`src/rtl/mult_div_if.sv`:
```
// rtl/mult_div_if.sv - operand/result bundle between the core and the mult/div unit
interface mult_div_if;
    logic        start;
    logic [1:0]  op;
    logic [31:0] a;
    logic [31:0] b;
    logic        hi_we;
    logic        lo_we;
    logic [31:0] wdata;
    logic        busy;
    logic        done;
    logic [31:0] hi;
    logic [31:0] lo;

    modport master (
        output start, op, a, b, hi_we, lo_we, wdata,
        input  busy, done, hi, lo
    );

    modport slave (
        input  start, op, a, b, hi_we, lo_we, wdata,
        output busy, done, hi, lo
    );
endinterface

```
`src/rtl/mult_div_unit.sv`:
```
// rtl/mult_div_unit.sv - iterative MULT/MULTU/DIV/DIVU unit with HI/LO registers
module mult_div_unit (
    input  logic       clk,
    input  logic       reset,
    mult_div_if.slave  bus
);
    typedef enum logic [1:0] {IDLE, MUL, DIV, FIX} state_t;

    state_t      state;
    logic [1:0]  op_r;
    logic [31:0] mcand;
    logic [63:0] acc;
    logic [5:0]  cnt;
    logic        res_neg;
    logic        dvd_neg;
    logic        div_zero;
    logic [31:0] a_orig;
    logic [31:0] hi_r;
    logic [31:0] lo_r;
    logic        done_r;

    logic [31:0] abs_a;
    logic [31:0] abs_b;
    logic [32:0] mul_sum;
    logic [64:0] div_sh;
    logic [32:0] div_diff;
    logic        div_ok;
    logic [63:0] prod_fix;
    logic [31:0] quot_fix;
    logic [31:0] rem_fix;

    // Magnitudes are treated as unsigned, so |0x80000000| stays 2^31.
    always_comb begin
        abs_a    = (bus.op[0] && bus.a[31]) ? -bus.a : bus.a;
        abs_b    = (bus.op[0] && bus.b[31]) ? -bus.b : bus.b;
        mul_sum  = {1'b0, acc[63:32]} + (acc[0] ? {1'b0, mcand} : 33'd0);
        div_sh   = {acc, 1'b0};
        div_ok   = div_sh[64:32] >= {1'b0, mcand};
        div_diff = div_sh[64:32] - {1'b0, mcand};
        prod_fix = res_neg ? -acc : acc;
        quot_fix = res_neg ? -acc[31:0] : acc[31:0];
        rem_fix  = dvd_neg ? -acc[63:32] : acc[63:32];
    end

    assign bus.busy = (state != IDLE);
    assign bus.done = done_r;
    assign bus.hi   = hi_r;
    assign bus.lo   = lo_r;

    always_ff @(posedge clk) begin
        if (reset) begin
            state    <= IDLE;
            op_r     <= 2'b00;
            mcand    <= 32'd0;
            acc      <= 64'd0;
            cnt      <= 6'd0;
            res_neg  <= 1'b0;
            dvd_neg  <= 1'b0;
            div_zero <= 1'b0;
            a_orig   <= 32'd0;
            hi_r     <= 32'd0;
            lo_r     <= 32'd0;
            done_r   <= 1'b0;
        end else begin
            done_r <= 1'b0;
            case (state)
                IDLE: begin
                    cnt <= 6'd0;
                    if (bus.start) begin
                        op_r     <= bus.op;
                        res_neg  <= bus.op[0] & (bus.a[31] ^ bus.b[31]);
                        dvd_neg  <= bus.op[0] & bus.a[31];
                        div_zero <= (bus.b == 32'd0);
                        a_orig   <= bus.a;
                        if (bus.op[1]) begin
                            mcand <= abs_b;
                            acc   <= {32'd0, abs_a};
                            state <= DIV;
                        end else begin
                            mcand <= abs_a;
                            acc   <= {32'd0, abs_b};
                            state <= MUL;
                        end
                    end else begin
                        if (bus.hi_we) hi_r <= bus.wdata;
                        if (bus.lo_we) lo_r <= bus.wdata;
                    end
                end
                MUL: begin
                    acc <= {mul_sum, acc[31:1]};
                    cnt <= cnt + 6'd1;
                    if (cnt == 6'd31) state <= FIX;
                end
                DIV: begin
                    if (div_ok) acc <= {div_diff[31:0], div_sh[31:1], 1'b1};
                    else        acc <= div_sh[63:0];
                    cnt <= cnt + 6'd1;
                    if (cnt == 6'd31) state <= FIX;
                end
                FIX: begin
                    if (!op_r[1]) begin
                        hi_r <= prod_fix[63:32];
                        lo_r <= prod_fix[31:0];
                    end else if (div_zero) begin
                        // Divide by zero returns a fixed pattern, not the datapath result.
                        hi_r <= a_orig;
                        lo_r <= 32'hFFFF_FFFF;
                    end else begin
                        hi_r <= rem_fix;
                        lo_r <= quot_fix;
                    end
                    done_r <= 1'b1;
                    state  <= IDLE;
                end
                default: state <= IDLE;
            endcase
        end
    end
endmodule

```
`src/flat_wrapper.sv`:
```
// flat-port wrapper written by rule: the top's interface ports become plain ports
module mult_div_unit_flat 
  (clk, reset, bus_start, bus_op, bus_a, bus_b, bus_hi_we, bus_lo_we, bus_wdata, bus_busy, bus_done, bus_hi, bus_lo);
  mult_div_if bus_i ();
  input  logic clk;
  input  logic reset;
  input wire logic [$bits(bus_i.start)-1:0] bus_start;
  input wire logic [$bits(bus_i.op)-1:0] bus_op;
  input wire logic [$bits(bus_i.a)-1:0] bus_a;
  input wire logic [$bits(bus_i.b)-1:0] bus_b;
  input wire logic [$bits(bus_i.hi_we)-1:0] bus_hi_we;
  input wire logic [$bits(bus_i.lo_we)-1:0] bus_lo_we;
  input wire logic [$bits(bus_i.wdata)-1:0] bus_wdata;
  output wire logic [$bits(bus_i.busy)-1:0] bus_busy;
  output wire logic [$bits(bus_i.done)-1:0] bus_done;
  output wire logic [$bits(bus_i.hi)-1:0] bus_hi;
  output wire logic [$bits(bus_i.lo)-1:0] bus_lo;
  assign bus_i.start = bus_start;
  assign bus_i.op = bus_op;
  assign bus_i.a = bus_a;
  assign bus_i.b = bus_b;
  assign bus_i.hi_we = bus_hi_we;
  assign bus_i.lo_we = bus_lo_we;
  assign bus_i.wdata = bus_wdata;
  assign bus_busy = bus_i.busy;
  assign bus_done = bus_i.done;
  assign bus_hi = bus_i.hi;
  assign bus_lo = bus_i.lo;
  mult_div_unit u_core (.clk(clk), .reset(reset), .bus(bus_i));
endmodule
```
`config.mk`:
```
export PLATFORM = sky130hd
export DESIGN_NAME = mult_div_unit_flat
export DESIGN_NICKNAME = d
export VERILOG_FILES = /design/src/rtl/mult_div_if.sv /design/src/rtl/mult_div_unit.sv /design/src/flat_wrapper.sv
export SDC_FILE = /design/constraint.sdc
export NUM_CORES = 1
export LEC_CHECK = 0
export CELL_PAD_IN_SITES_DETAIL_PLACEMENT = 0
export CELL_PAD_IN_SITES_GLOBAL_PLACEMENT = 1
export CORE_MARGIN = 3
export CORE_UTILIZATION = 46
export DETAILED_ROUTE_END_ITERATION = 10
export PLACE_DENSITY = 0.88
export SKIP_CTS_REPAIR_TIMING = 1
export SYNTH_ARGS = -nofsm -noshare
export SYNTH_HDL_FRONTEND = slang
export SYNTH_SLANG_ARGS = --single-unit
```
`constraint.sdc`:
```
create_clock -name clk -period 5.5 [get_ports clk]
set_input_delay 1.1 -clock clk [delete_from_list [all_inputs] [get_ports clk]]
set_output_delay 1.1 -clock clk [all_outputs]
set_load 0.03 [all_outputs]
```
; ---- Yosys cells after proc, flatten, opt, wreduce, memory -nomap -nowiden
; Cells that the tools add are included.
[word_totals]
in_bits = 103
word_cells = 74
output_inout_bits = 66
regBits = 206
[classes]
magnitude_cmp = 1
reduce_logical = 14
n_addsub = 8
bitwise = 3
muxes = 27
n_eq_ne = 9
[op_table]
columns = op, n
row1 = 32-bit 2-to-1 mux, 15
row2 = 64-bit 2-to-1 mux, 3
row3 = 64-bit one-hot mux with 3 select lines, 1
row4 = 32-bit negation, 4
row5 = 32-bit one-hot mux with 2 select lines, 2
row6 = 64-bit negation, 1
row7 = 32-bit by 32-bit adder with 33-bit output, 1
row8 = 33-bit by 32-bit greater-or-equal comparator with 1-bit output, 1
row9 = 32-bit logical NOT, 1
row10 = 32-bit subtractor, 1
row11 = 6-bit one-hot mux with 2 select lines, 1
row12 = "2-bit != test, second input constant", 4
row13 = "6-bit by 1-bit adder with 6-bit output, second input constant", 1
row14 = "6-bit by 5-bit == test with 1-bit output, second input constant", 1
row15 = 2-bit 2-to-1 mux, 3
row16 = 2-bit one-hot mux with 3 select lines, 1
row17 = 2-bit AND reduction, 3
row18 = 3-bit AND reduction, 2
row19 = 2-bit nonzero test, 3
row20 = "2-bit == test, second input constant", 2
row21 = 3-bit nonzero test, 1
row22 = 1-bit bitwise AND, 2
row23 = "2-bit by 1-bit == test with 1-bit output, second input constant", 1
row24 = 1-bit logical AND, 2
row25 = 5 further kinds, 5

; ---- Depth between registers and ports, before layout
[logic_depth]
word_depth = 5
ltp_mapped = 14
ltp_nobuf = 12

; ---- Worst setup path after synthesis
; OpenSTA, ideal clock, no wires.
[synth_path]
path_type = input -> register
start = input bus_b[6]
end = register u_core.acc[29]
path_slack_ns = 2.034
t_required_ns = 5.368
path_buffers = 1
arrival_ns = 3.334
setup_time_ns = 0.132
cell_stages = 8
cell_sequence = or4_1 > clkbuf_1 > or4_1 > nor3_1 > a31oi_1 > xor2_1 > a221oi_1 > a21oi_1
[synth_via]
elab_chain_cells = 5
[synth_rtl]
columns = item, line
row1 = "start, declared", flat_wrapper.sv:10  ; input wire logic [$bits(bus_i.b)-1:0] bus_b;
row2 = 32-bit negation, mult_div_unit.sv:35  ; abs_b = (bus.op[0] && bus.b[31]) ? -bus.b : bus.b;
row3 = 32-bit 2-to-1 mux, mult_div_unit.sv:35
row4 = 32-bit 2-to-1 mux, mult_div_unit.sv:75  ; if (bus.op[1]) begin
row5 = 64-bit 2-to-1 mux, mult_div_unit.sv:69  ; if (bus.start) begin
row6 = 64-bit one-hot mux with 3 select lines, mult_div_unit.sv:66  ; case (state)
row7 = "end signal, assigned", mult_div_unit.sv:77  ; acc <= {32'd0, abs_a};
row8 = "end signal, assigned", mult_div_unit.sv:81  ; acc <= {32'd0, abs_b};
row9 = "end signal, assigned", mult_div_unit.sv:90  ; acc <= {mul_sum, acc[31:1]};
row10 = "end, declared", mult_div_unit.sv:12  ; logic [63:0] acc;
; No other way between the ends. The select of a mux whose other input is x is not followed.
; A chain may end at the register's enable or synchronous reset.

; ---- Worst setup path after layout
[layout_path]
start = register u_core.acc[33]
end = register u_core.acc[62]
[layout_via]
elab_chain_cells = 3
elab_cells_between_ends = 5
classes_between = add/sub: 2 / order compare: 1 / mux: 2
[layout_rtl]
columns = item, line
row1 = 32-bit subtractor or 33-bit by 32-bit greater-or-equal comparator with 1-bit output (tied branches), "mult_div_unit.sv:39, mult_div_unit.sv:38"
row2 = 64-bit 2-to-1 mux, mult_div_unit.sv:95  ; if (div_ok) acc <= {div_diff[31:0], div_sh[31:1], 1'b1};
row3 = 64-bit one-hot mux with 3 select lines *, mult_div_unit.sv:66
; Every way passes the cells marked *; elsewhere a longest branch is shown, timed or not.

==> flow_summary.toml <==
[synth]
synth.lib_cells_used.distinct = 82
synth_warnings = 0
ys.flop_type = "dfxtp_1"
synth_top_cells_by_area = "dfxtp_1 25%, a21oi_1 7.9%, nand2_1 6.5%"
yosys.area.top_type_share = 0.2487
synthDominantAreaCellType = "dfxtp_1"
register_area_share_after_synthesis = 0.2487
post_synthesis_area_per_instance_um2 = 7.238
synth.ff_latch_count = 205
mappedNetlistNets = 2459
synth_area_um2 = 16500
count_of_flip_flops_with_a_built_in_enable_after_synthesis = 0
async_reset_ff_frac = 0
netlist_instances = 2280

[run_status]
outcome = "finished clean"

[timing]
worst_hold_slack_ns = 0.4486
layout_worst_path_cycle_share = 0.7349
transition_at_the_pin_with_the_smallest_max_transition_slack_ns = 1.224
final.setup.tns_ns = 0
fmaxAchievable_mhz = 247.4
period_minus_slack_ns = 4.042
final_max_slew_viols = 0
max-slew-margin-rel = 0.1820
finClkSkew_ns = 0.01062
unrepaired_setup_endpoints_after_global_routing = "false"
endpoints_failing_setup = 0
finalHoldViolations = 0

[clocking]
clock_latency_ns = 0.56
cts_inserted_buffers = 25
tritoncts = "built"
clock_sinks = 205
clk_path_buf_depth = 3
maximum_level_of_the_cts_h_tree = 1
path_clk_slew_ns = 0.06
clock_tree.root_cell = "clkbuf_16"

[setup_path]
cp_data_arrival_time_ns = 4.50
worstPathMaxFanout = 8
rr_worst_depth = 10
critPathKind = "flip-flop to flip-flop"
rrSetupSlack_ns = 1.46
worstSetupEndpointType = "flip-flop"
ff_to_ff_end = "u_core.acc[62]"
critPathLaunchType = "flip-flop"
rr_startpoint = "u_core.acc[33]"
worstPathRequired_ns = 5.96

[floorplanning]
rows = 68
core_um2 = 34970
die_w_um = 195.4
io-pin-count = 169
fp.dieArea_um2 = 38190
floorplan.initialDensity = 0.4719
dieHeight_um = 195.4

[finish]
nFillCells = 3385
syn2layout_area_growth_pct = 15.94
final_nets = 2507
layout_cells_sized_above_1 = 0.04815
mostFrequentLayoutCells = "284 x nand2_1, 260 x a21oi_1, 208 x nor2_1"
layout.area.seq_um2 = 4105
multi_input_comb_area_um2 = 11450
mostFrequentLayoutCell = "nand2_1"

[min_path]
hold_path_startpoint = "u_core.bus.lo[18]"
worst_hold_path.num_cells = 2
timing.hold.worst.class = "flip-flop to flip-flop"
holdPathEnd = "u_core.bus.lo[18]"

[run]
max_cap_viol_count = 0

[global_routing]
grt_start_max_net_pins = 76
global_route.overflow_total = 0
number_of_global_route_vias_before_repair = 16730
grt_first_pass_wirelength_um = 102600
antenna_found_initial = 4
grtUsageTotal = 0.3385

[place]
io_buffer_count = 168
dp_hpwl_um = 51960
place.gp.congestion = 1.006

[power]
power_leakage_nw = 7.221
powerDensity_nw_per_um2 = 391.3
power.ir.vdd_worst_uv = 415.5

[routing]
routed-via-count = 18240
wl_per_cell_um = 24.42
violation_count_after_the_first_detailed_routing_iteration = 2182
vias_per_std_cell = 6.507
drt_drc_violations_left = 0
detail-route-antenna-nets = 0
detail_route.first_pass.iterations = 6
drt_wl_total_um = 68440
[critical path: stages (launching register included)]
cell	delay, ns
dfxtp_1	0.58
ha_1	0.38
nor2b_1	0.18
o31a_1	0.29
o41ai_1	0.63
o31ai_1	0.27
o31a_1	0.36
o41ai_2	0.49
o21ai_0	0.25
xor2_1	0.19
a211o_1	0.30
[registers in the layout (all words and copies together) (netlist names)]
signal	count
u_core.acc	64
u_core.a_orig	32
u_core.bus.hi	32
u_core.bus.lo	32
u_core.mcand	32
u_core.cnt	6
u_core.state	2
u_core.bus.done	1
u_core.div_zero	1
u_core.dvd_neg	1
u_core.op_r	1
u_core.res_neg	1
[synthesized netlist by cell type, drive strengths merged (5+ instances only)]
master     n
nand2    285
a21oi    263
nor2     210
dfxtp    205
o21ai    163
clkbuf   152
xnor2    104
ha        74
inv       71
xor2      67
nor3      48
o221ai    46
a21o      41
o211ai    41
nand3     40
mux2i     35
a22oi     34
a211oi    33
o31ai     30
a31oi     28
buf       27
nor4      27
or4       19
o41ai     17
and3      16
nand4     15
o21a      15
a22o      12
nor2b     11
or3       11
a221o     10
o21bai    10
a221oi     9
and2       9
or2        9
nand2b     8
o2111ai    7
nand3b     6
o22ai      6
a211o      5
a311oi     5
[cells by family after synthesis]
group	count (synthesis)	synth area share
adder cells (fa/ha/maj)	76	0.05853
flip-flops	205	0.2487
AO/OA/AOI/OAI	811	0.3165
buffers and inverters	251	0.05921
XOR/XNOR	171	0.09075
multiplexers	38	0.02328
AND/OR/NAND/NOR	728	0.2030
[routing by layer]
layer	wire (µm)	GRT usage	part of all wire
met1	28660	0.4650	0.42
met2	29900	0.5250	0.44
met3	6720	0.06884	0.098
met4	3136	0.1252	0.046
met5	30	0	0.00044
[final cells by class]
class / instances / share of cell area
clock buffer: 35 / 0.03623
timing repair buffer: 200 / 0.1001
inverter: 72 / 0.01412
tap: 455 / 0.02975
antenna: 1 / 0.0001308
clock inverter: 11 / 0.006801
multi-input combinational: 1824 / 0.5984
sequential: 205 / 0.2146
[worst max path at each step]
stage / start / endpoint / slack, ns / depth (start not counted)
after global placement: bus_a[5] / u_core.acc[15] / 1.05 / 10
after floorplan: bus_b[6] / u_core.acc[29] / 2.03 / 8
after global routing: u_core.acc[33] / u_core.acc[62] / 1.31 / 10
after detailed placement: bus_a[5] / u_core.acc[15] / 1.05 / 10
after CTS: u_core.acc[33] / u_core.acc[62] / 1.53 / 10
final: u_core.acc[33] / u_core.acc[62] / 1.46 / 10
[where the power goes]
part / internal (mW) / switching (mW) / leakage (nW)
combinational: 1.23 / 2.35 / 5.14
clock: 0.981 / 0.717 / 0.404
sequential: 1.78 / 0.430 / 1.68
total: 3.99 / 3.50 / 7.22
[metrics by stage]
| step | instance area [µm²] | setup slack (ns) | cells | utilization | power [mW] |
|---|---|---|---|---|---|
| 6_report | 19130 | 1.458 | 2803 | 0.5472 | 7.486 |
| 5_1_grt | 19130 | 1.306 | 2802 | 0.5471 | 7.823 |
| 4_1_cts | 19130 | 1.529 | 2802 | 0.5471 | 7.397 |
| 3_5_place_dp | 18310 | 1.053 | 2756 | 0.5235 | 5.706 |
| 3_3_place_gp | 18310 | 1.053 | 2756 | 0.5235 | 5.671 |
| 2_1_floorplan | 16500 | 2.034 | 2280 | - | 4.429 |
Note: power is estimated with default switching activity, not from simulation.
